==> config.mk <==
export PLATFORM = sky130hd
export DESIGN_NAME = sample_serializer
export DESIGN_NICKNAME = d
export VERILOG_FILES = /design/src/rtl/timetag_pkg.sv /design/src/rtl/sat_counter.sv /design/src/rtl/sample_serializer.sv
export SDC_FILE = /design/constraint.sdc
export NUM_CORES = 1
export LEC_CHECK = 0
export BUFFER_PORTS_ARGS = -buffer_cell sky130_fd_sc_hd__buf_2
export CAP_MARGIN = 15
export CORE_ASPECT_RATIO = 1.2
export CORE_MARGIN = 2
export CORE_UTILIZATION = 35
export CTS_BUF_LIST = sky130_fd_sc_hd__clkbuf_8
export DETAILED_ROUTE_END_ITERATION = 6
export PLACE_DENSITY_LB_ADDON = 0.2
export SKIP_CTS_REPAIR_TIMING = 1
export SYNTH_ARGS = -nofsm -noshare
export SYNTH_HDL_FRONTEND = slang
export SYNTH_HIERARCHICAL = 1
export SYNTH_SLANG_ARGS = --single-unit
==> constraint.sdc <==
create_clock -name clk -period 3.4 [get_ports clk]
set_input_delay 0.34 -clock clk [delete_from_list [all_inputs] [get_ports clk]]
set_output_delay 0.34 -clock clk [all_outputs]
set_load 0.02 [all_outputs]
==> src/rtl/timetag_pkg.sv <==
// Shared types and constants for the timetag FX2 data path.
// Holds the serializer state encoding and the default frame marker byte.
package timetag_pkg;

    typedef enum logic [1:0] {
        IDLE = 2'd0,
        MARK = 2'd1,
        SEND = 2'd2
    } ser_state_t;

    localparam logic [7:0] DEFAULT_MARKER = 8'hA5;

endpackage

==> src/rtl/sat_counter.sv <==
// Saturating up-counter with synchronous clear; an increment coinciding
// with clear leaves the counter at one so that event is not lost.
module sat_counter #(
    parameter int W = 16
) (
    input  logic         clk,
    input  logic         reset,
    input  logic         inc,
    input  logic         clr,
    output logic [W-1:0] q
);

    logic [W-1:0] r_q;

    // Count register: reset, clear, saturating increment
    always_ff @(posedge clk) begin
        if (reset) begin
            r_q <= '0;
        end else if (clr) begin
            r_q <= inc ? W'(1) : W'(0);
        end else if (inc && (r_q != {W{1'b1}})) begin
            r_q <= r_q + W'(1);
        end else begin
            r_q <= r_q;
        end
    end

    assign q = r_q;

endmodule

==> src/rtl/sample_serializer.sv <==
// Serializes show-ahead FIFO samples into bytes over a rdy/ack handshake,
// with optional in-band frame markers and a saturating sample counter.
module sample_serializer
    import timetag_pkg::*;
#(
    parameter int         SAMPLE_BYTES  = 6,
    parameter bit         LSB_FIRST     = 1'b1,
    parameter int         FRAME_SAMPLES = 0,
    parameter logic [7:0] MARKER        = DEFAULT_MARKER,
    parameter int         CNT_W         = 16
) (
    input  logic                      clk,
    input  logic                      reset,
    input  logic                      sample_rdy,
    input  logic [8*SAMPLE_BYTES-1:0] sample,
    output logic                      sample_ack,
    output logic                      data_rdy,
    output logic [7:0]                data,
    input  logic                      data_ack,
    input  logic                      count_clr,
    output logic [CNT_W-1:0]          sample_count
);

    localparam int IDX_W   = (SAMPLE_BYTES > 1) ? $clog2(SAMPLE_BYTES) : 1;
    localparam int FS_W    = (FRAME_SAMPLES > 1) ? $clog2(FRAME_SAMPLES) : 1;
    localparam int FS_LAST = (FRAME_SAMPLES > 0) ? FRAME_SAMPLES - 1 : 0;
    localparam logic [IDX_W-1:0] IDX_LAST = IDX_W'(SAMPLE_BYTES - 1);

    ser_state_t                r_state;
    logic [8*SAMPLE_BYTES-1:0] r_shreg;
    logic [IDX_W-1:0]          r_byte_idx;
    logic [FS_W-1:0]           r_frame_cnt;
    logic [7:0]                r_data;
    logic                      r_data_rdy;

    ser_state_t                w_state_nxt;
    logic [8*SAMPLE_BYTES-1:0] w_shreg_nxt;
    logic [IDX_W-1:0]          w_idx_nxt;
    logic [FS_W-1:0]           w_frame_nxt;
    logic [7:0]                w_data_nxt;
    logic                      w_last_byte;
    logic                      w_capture;
    logic                      w_mark_due;

    // Byte lane for a logical index; MSB-first mirrors the index
    function automatic logic [7:0] sel_byte(
        input logic [8*SAMPLE_BYTES-1:0] v,
        input logic [IDX_W-1:0]          idx
    );
        logic [IDX_W-1:0] pidx;
        logic [7:0]       b;
        pidx = LSB_FIRST ? idx : (IDX_LAST - idx);
        b    = 8'h00;
        for (int i = 0; i < SAMPLE_BYTES; i++) begin
            b = (pidx == IDX_W'(i)) ? v[8*i +: 8] : b;
        end
        return b;
    endfunction

    function automatic logic [FS_W-1:0] frame_advance(input logic [FS_W-1:0] cnt);
        logic [FS_W-1:0] n;
        if (FRAME_SAMPLES == 0) begin
            n = FS_W'(0);
        end else if (cnt == FS_W'(FS_LAST)) begin
            n = FS_W'(0);
        end else begin
            n = cnt + FS_W'(1);
        end
        return n;
    endfunction

    assign w_last_byte = (r_state == SEND) && (r_byte_idx == IDX_LAST) && data_ack;
    assign w_capture   = !reset && sample_rdy && ((r_state == IDLE) || w_last_byte);
    assign w_mark_due  = (FRAME_SAMPLES > 0) && (r_frame_cnt == FS_W'(0));
    assign sample_ack  = w_capture;

    // Next-state and next-output-byte decode
    always_comb begin
        w_state_nxt = r_state;
        w_shreg_nxt = r_shreg;
        w_idx_nxt   = r_byte_idx;
        w_frame_nxt = r_frame_cnt;
        w_data_nxt  = r_data;
        if (w_capture) begin
            w_shreg_nxt = sample;
            w_idx_nxt   = IDX_W'(0);
            w_frame_nxt = frame_advance(r_frame_cnt);
            if (w_mark_due) begin
                w_state_nxt = MARK;
                w_data_nxt  = MARKER;
            end else begin
                w_state_nxt = SEND;
                w_data_nxt  = sel_byte(sample, IDX_W'(0));
            end
        end else begin
            case (r_state)
                IDLE: begin
                    w_state_nxt = IDLE;
                end
                MARK: begin
                    if (data_ack) begin
                        w_state_nxt = SEND;
                        w_data_nxt  = sel_byte(r_shreg, r_byte_idx);
                    end else begin
                        w_state_nxt = MARK;
                    end
                end
                SEND: begin
                    if (data_ack) begin
                        if (r_byte_idx == IDX_LAST) begin
                            w_state_nxt = IDLE;
                        end else begin
                            w_idx_nxt  = r_byte_idx + IDX_W'(1);
                            w_data_nxt = sel_byte(r_shreg, r_byte_idx + IDX_W'(1));
                        end
                    end else begin
                        w_state_nxt = SEND;
                    end
                end
                default: begin
                    w_state_nxt = IDLE;
                end
            endcase
        end
    end

    // State, datapath and registered handshake outputs
    always_ff @(posedge clk) begin
        if (reset) begin
            r_state     <= IDLE;
            r_shreg     <= '0;
            r_byte_idx  <= IDX_W'(0);
            r_frame_cnt <= FS_W'(0);
            r_data      <= 8'h00;
            r_data_rdy  <= 1'b0;
        end else begin
            r_state     <= w_state_nxt;
            r_shreg     <= w_shreg_nxt;
            r_byte_idx  <= w_idx_nxt;
            r_frame_cnt <= w_frame_nxt;
            r_data      <= w_data_nxt;
            r_data_rdy  <= (w_state_nxt != IDLE);
        end
    end

    assign data_rdy = r_data_rdy;
    assign data     = r_data;

    sat_counter #(
        .W(CNT_W)
    ) u_sample_count (
        .clk  (clk),
        .reset(reset),
        .inc  (w_capture),
        .clr  (count_clr),
        .q    (sample_count)
    );

endmodule

==> impl_metrics.ini <==
[run_status]
status = completed

[logic_synthesis]
ys_types = 61
synthArstFlopShare = 0
ys_seq_elements = 78
syn_area_mm2 = 0.00424
synth_edf_count = 0
ys_warn_count = 6
seq_area_frac_synth = 0.368
synthesis.instances = 564
synth_nets = 627
synth_flop_cell = dfxtp_1
syn_avg_cell_area_um2 = 7.52

[final_layout]
fin_cells = 783
drive_gt1_frac = 0.183
fill_cells = 1289
nNetsFinal = 680
n_antenna_cell = 0
multi_input_area_mm2 = 0.00239
layout.area.seq_mm2 = 0.00156
syn_to_final_growth_pct = 14.7

[worst_setup_path]
cp-startpoint = r_byte_idx[0]$_SDFFE_PP0P_
startpoint_type = flop
regToRegSetupSlack_ps = 560
cp_data_arrival_time_ps = 3130
slowest_stage = or4_1
crit_end = u_sample_count/q[10]$_SDFFE_PP0P_
timing.rr.start = r_byte_idx[0]$_SDFFE_PP0P_
crit_type = flop to flop
crit_fanout = 7
path_cells = ha_1, a41oi_1, nand2b_2, nor2_1, nand2_1, or3_1, or4_1, a21oi_1
critPathRequiredTime_ps = 3690
worstReg2RegEnd = u_sample_count/q[10]$_SDFFE_PP0P_
end_kind = flop
max_stage_delay_ps = 510
ff2ff_path_depth = 8

[job]
maxCapViolCount = 0

[drt]
drc = 0
dr_total_vias = 4284
wire_per_inst_um = 16.4
drt_iter0_drc = 247
drtAntennaViolNets = 0
viasPerCell = 5.47
drt-pass1-iter-count = 5
wirelength_um = 12900

[timing]
relSlewSlack = 0.510
hold_violations = 0
fin_crit_sh = 0.834
drv_slew = 0
tightest_slew_ps = 735
setup_viol = 0
finalClockSkew_ps = 7.38
max_freq_ghz = 0.353
period_needed_ps = 2840
fin_tns_setup_ps = 0
grt_setup_unrepaired = no

[power_and_ir_drop]
peakVddDrop_mv = 0.137
leakage_nw = 1.86
power_density_mw_per_mm2 = 394

[grt]
grt_pass1_vias = 3982
grtUsageTotal = 0.195
grt_pass1_wl_um = 20200
grt_max_degree = 64
overflow = 0
antenna_found_initial = 0

[placed_design]
place_inst = 767
place.gp.congestion = 0.916
io_buffers = 78
dp_hpwl_um = 9240

[min_path]
holdCritPathClass = input pin to flop

[die]
dieHeight_um = 125
io_pins = 79
start_util = 0.355
die_area_mm2 = 0.0130
rows = 44
design.core.area_mm2 = 0.0119
die_w_um = 104

[clocking]
cts_tree = yes
h-tree-depth = 3
clk_pin_slew_ps = 80
cts_buffers = 9
cts_root_buffer = clkbuf_8
numClockSinks = 78
insertion_delay_ps = 360
cts.path.max_buffers = 2
## per-stage QoR
step	instance area, µm²	power (mW)	hold WS (ps)	setup slack, ps	util
after floorplan	4240	1.17	436	384	-
after global placement	4670	1.26	451	701	0.391
after detailed placement	4670	1.26	451	576	0.391
after CTS	4860	1.94	195	541	0.407
after global routing	4860	2.00	206	314	0.407
final	4860	1.92	208	563	0.407
## logic make-up (layout without fill, tap and decap cells)
| logic type | Yosys count | count (layout) | share of synthesized area |
|---|---|---|---|
| AOI/OAI and AO/OA | 184 | 184 | 0.259 |
| and+or+nand+nor | 227 | 227 | 0.267 |
| muxes | 2 | 2 | 0.00472 |
| xor gates and xnor gates | 1 | 1 | 0.00207 |
| buffers and inverters | 62 | 120 | 0.0696 |
| DFF | 78 | 78 | 0.368 |
| adders and majority gates | 10 | 10 | 0.0295 |
## critical path, delay by kind of cell, from the launching register on
kind	cells	cell delay (ps)
DFF	1	420
and+or+nand+nor	5	1790
adders and majority gates	1	210
AOI/OAI and AO/OA	2	360
## synthesized netlist by cell type, drive strengths merged (2+ instances only)
library cell | n | area [µm²]
o221ai | 11 | 103
o21ai | 33 | 169
inv | 19 | 71.3
nor2b | 3 | 18.8
a31oi | 6 | 37.5
or2 | 2 | 12.5
o211ai | 2 | 15.0
nand3 | 15 | 75.1
ha | 10 | 125
and3 | 4 | 25.0
clkbuf | 13 | 50.0
nor3 | 11 | 60.1
nand4 | 4 | 40.0
nand2 | 126 | 475
and4 | 2 | 17.5
nand3b | 14 | 105
o31a | 3 | 26.3
nor4 | 5 | 43.8
a21oi | 96 | 484
a2111oi | 5 | 43.8
or4 | 7 | 56.3
mux2i | 2 | 20.0
buf | 29 | 164
a41oi | 2 | 17.5
o22ai | 2 | 12.5
nor2 | 16 | 62.6
o31ai | 6 | 45.0
dfxtp | 78 | 1560
a22oi | 2 | 15.0
nand2b | 3 | 18.8
and3b | 5 | 43.8
o21a | 2 | 15.0
or3 | 4 | 26.3
a211oi | 7 | 52.6
o211a | 2 | 20.0
or3b | 5 | 43.8
## sequential cells by signal (all words and copies together) (netlist names)
signal            flops
data                  8
r_byte_idx            3
data_rdy              1
r_state               2
r_shreg              48
u_sample_count/q     16
## routing by layer
metal  share of wire  vias up  wire (µm)  track usage
met2            0.51      145       6550        0.351
met1            0.41     1999       5330        0.226
li1                -     2118          -            -
met4           0.024        0        309       0.0787
met3           0.052       22        665       0.0372
met5               0        -          0            0
## cell usage in the layout (no fill, tap or decap), types with 3 or more instances in the layout
cell,Yosys,routed
clkinvlp_4,0,4
nor3_1,10,10
nand4_1,3,3
or4_1,6,6
nor2_1,15,15
nand3b_1,14,14
dfxtp_1,78,78
o31ai_1,6,6
or3_1,3,3
nand2_1,125,125
a31oi_1,6,6
a21oi_1,95,95
o21ai_0,24,24
inv_1,18,20
buf_2,23,78
ha_1,10,10
a2111oi_0,5,5
nor4_1,3,3
o221ai_1,10,10
a211oi_1,7,7
o31a_1,3,3
and3b_1,5,5
clkbuf_8,0,9
buf_4,3,7
or3b_1,5,5
o21ai_1,8,8
and3_1,4,4
nand3_1,15,15
## worst min path at each step
stage	slack, ps	end	from	cells after the start
2_1_floorplan	440	r_shreg[17]$_SDFFE_PP0P_	r_shreg[17]$_SDFFE_PP0P_	2
3_3_place_gp	450	r_shreg[18]$_SDFFE_PP0P_	r_shreg[18]$_SDFFE_PP0P_	2
3_5_place_dp	450	r_shreg[18]$_SDFFE_PP0P_	r_shreg[18]$_SDFFE_PP0P_	2
4_1_cts	190	r_shreg[12]$_SDFFE_PP0P_	sample[12]	3
5_1_grt	210	r_shreg[28]$_SDFFE_PP0P_	sample[28]	3
6_report	210	r_shreg[9]$_SDFFE_PP0P_	sample[9]	3
## area by class of cell
cell class | instances | share of cell area
Timing Repair Buffer | 85 | 0.0911
Tap cell | 161 | 0.0414
Sequential cell | 78 | 0.321
Inverter | 19 | 0.0147
Clock inverter | 7 | 0.0139
Clock buffer | 9 | 0.0255
Multi-Input combinational cell | 424 | 0.492
## where the power goes
part	switching, mW	internal [mW]	total [mW]
Combinational	0.151	0.0917	0.243
Sequential	0.0400	0.958	0.998
Clock	0.344	0.333	0.677
Total	0.535	1.38	1.92
Note: power is estimated with default switching activity, not from simulation.
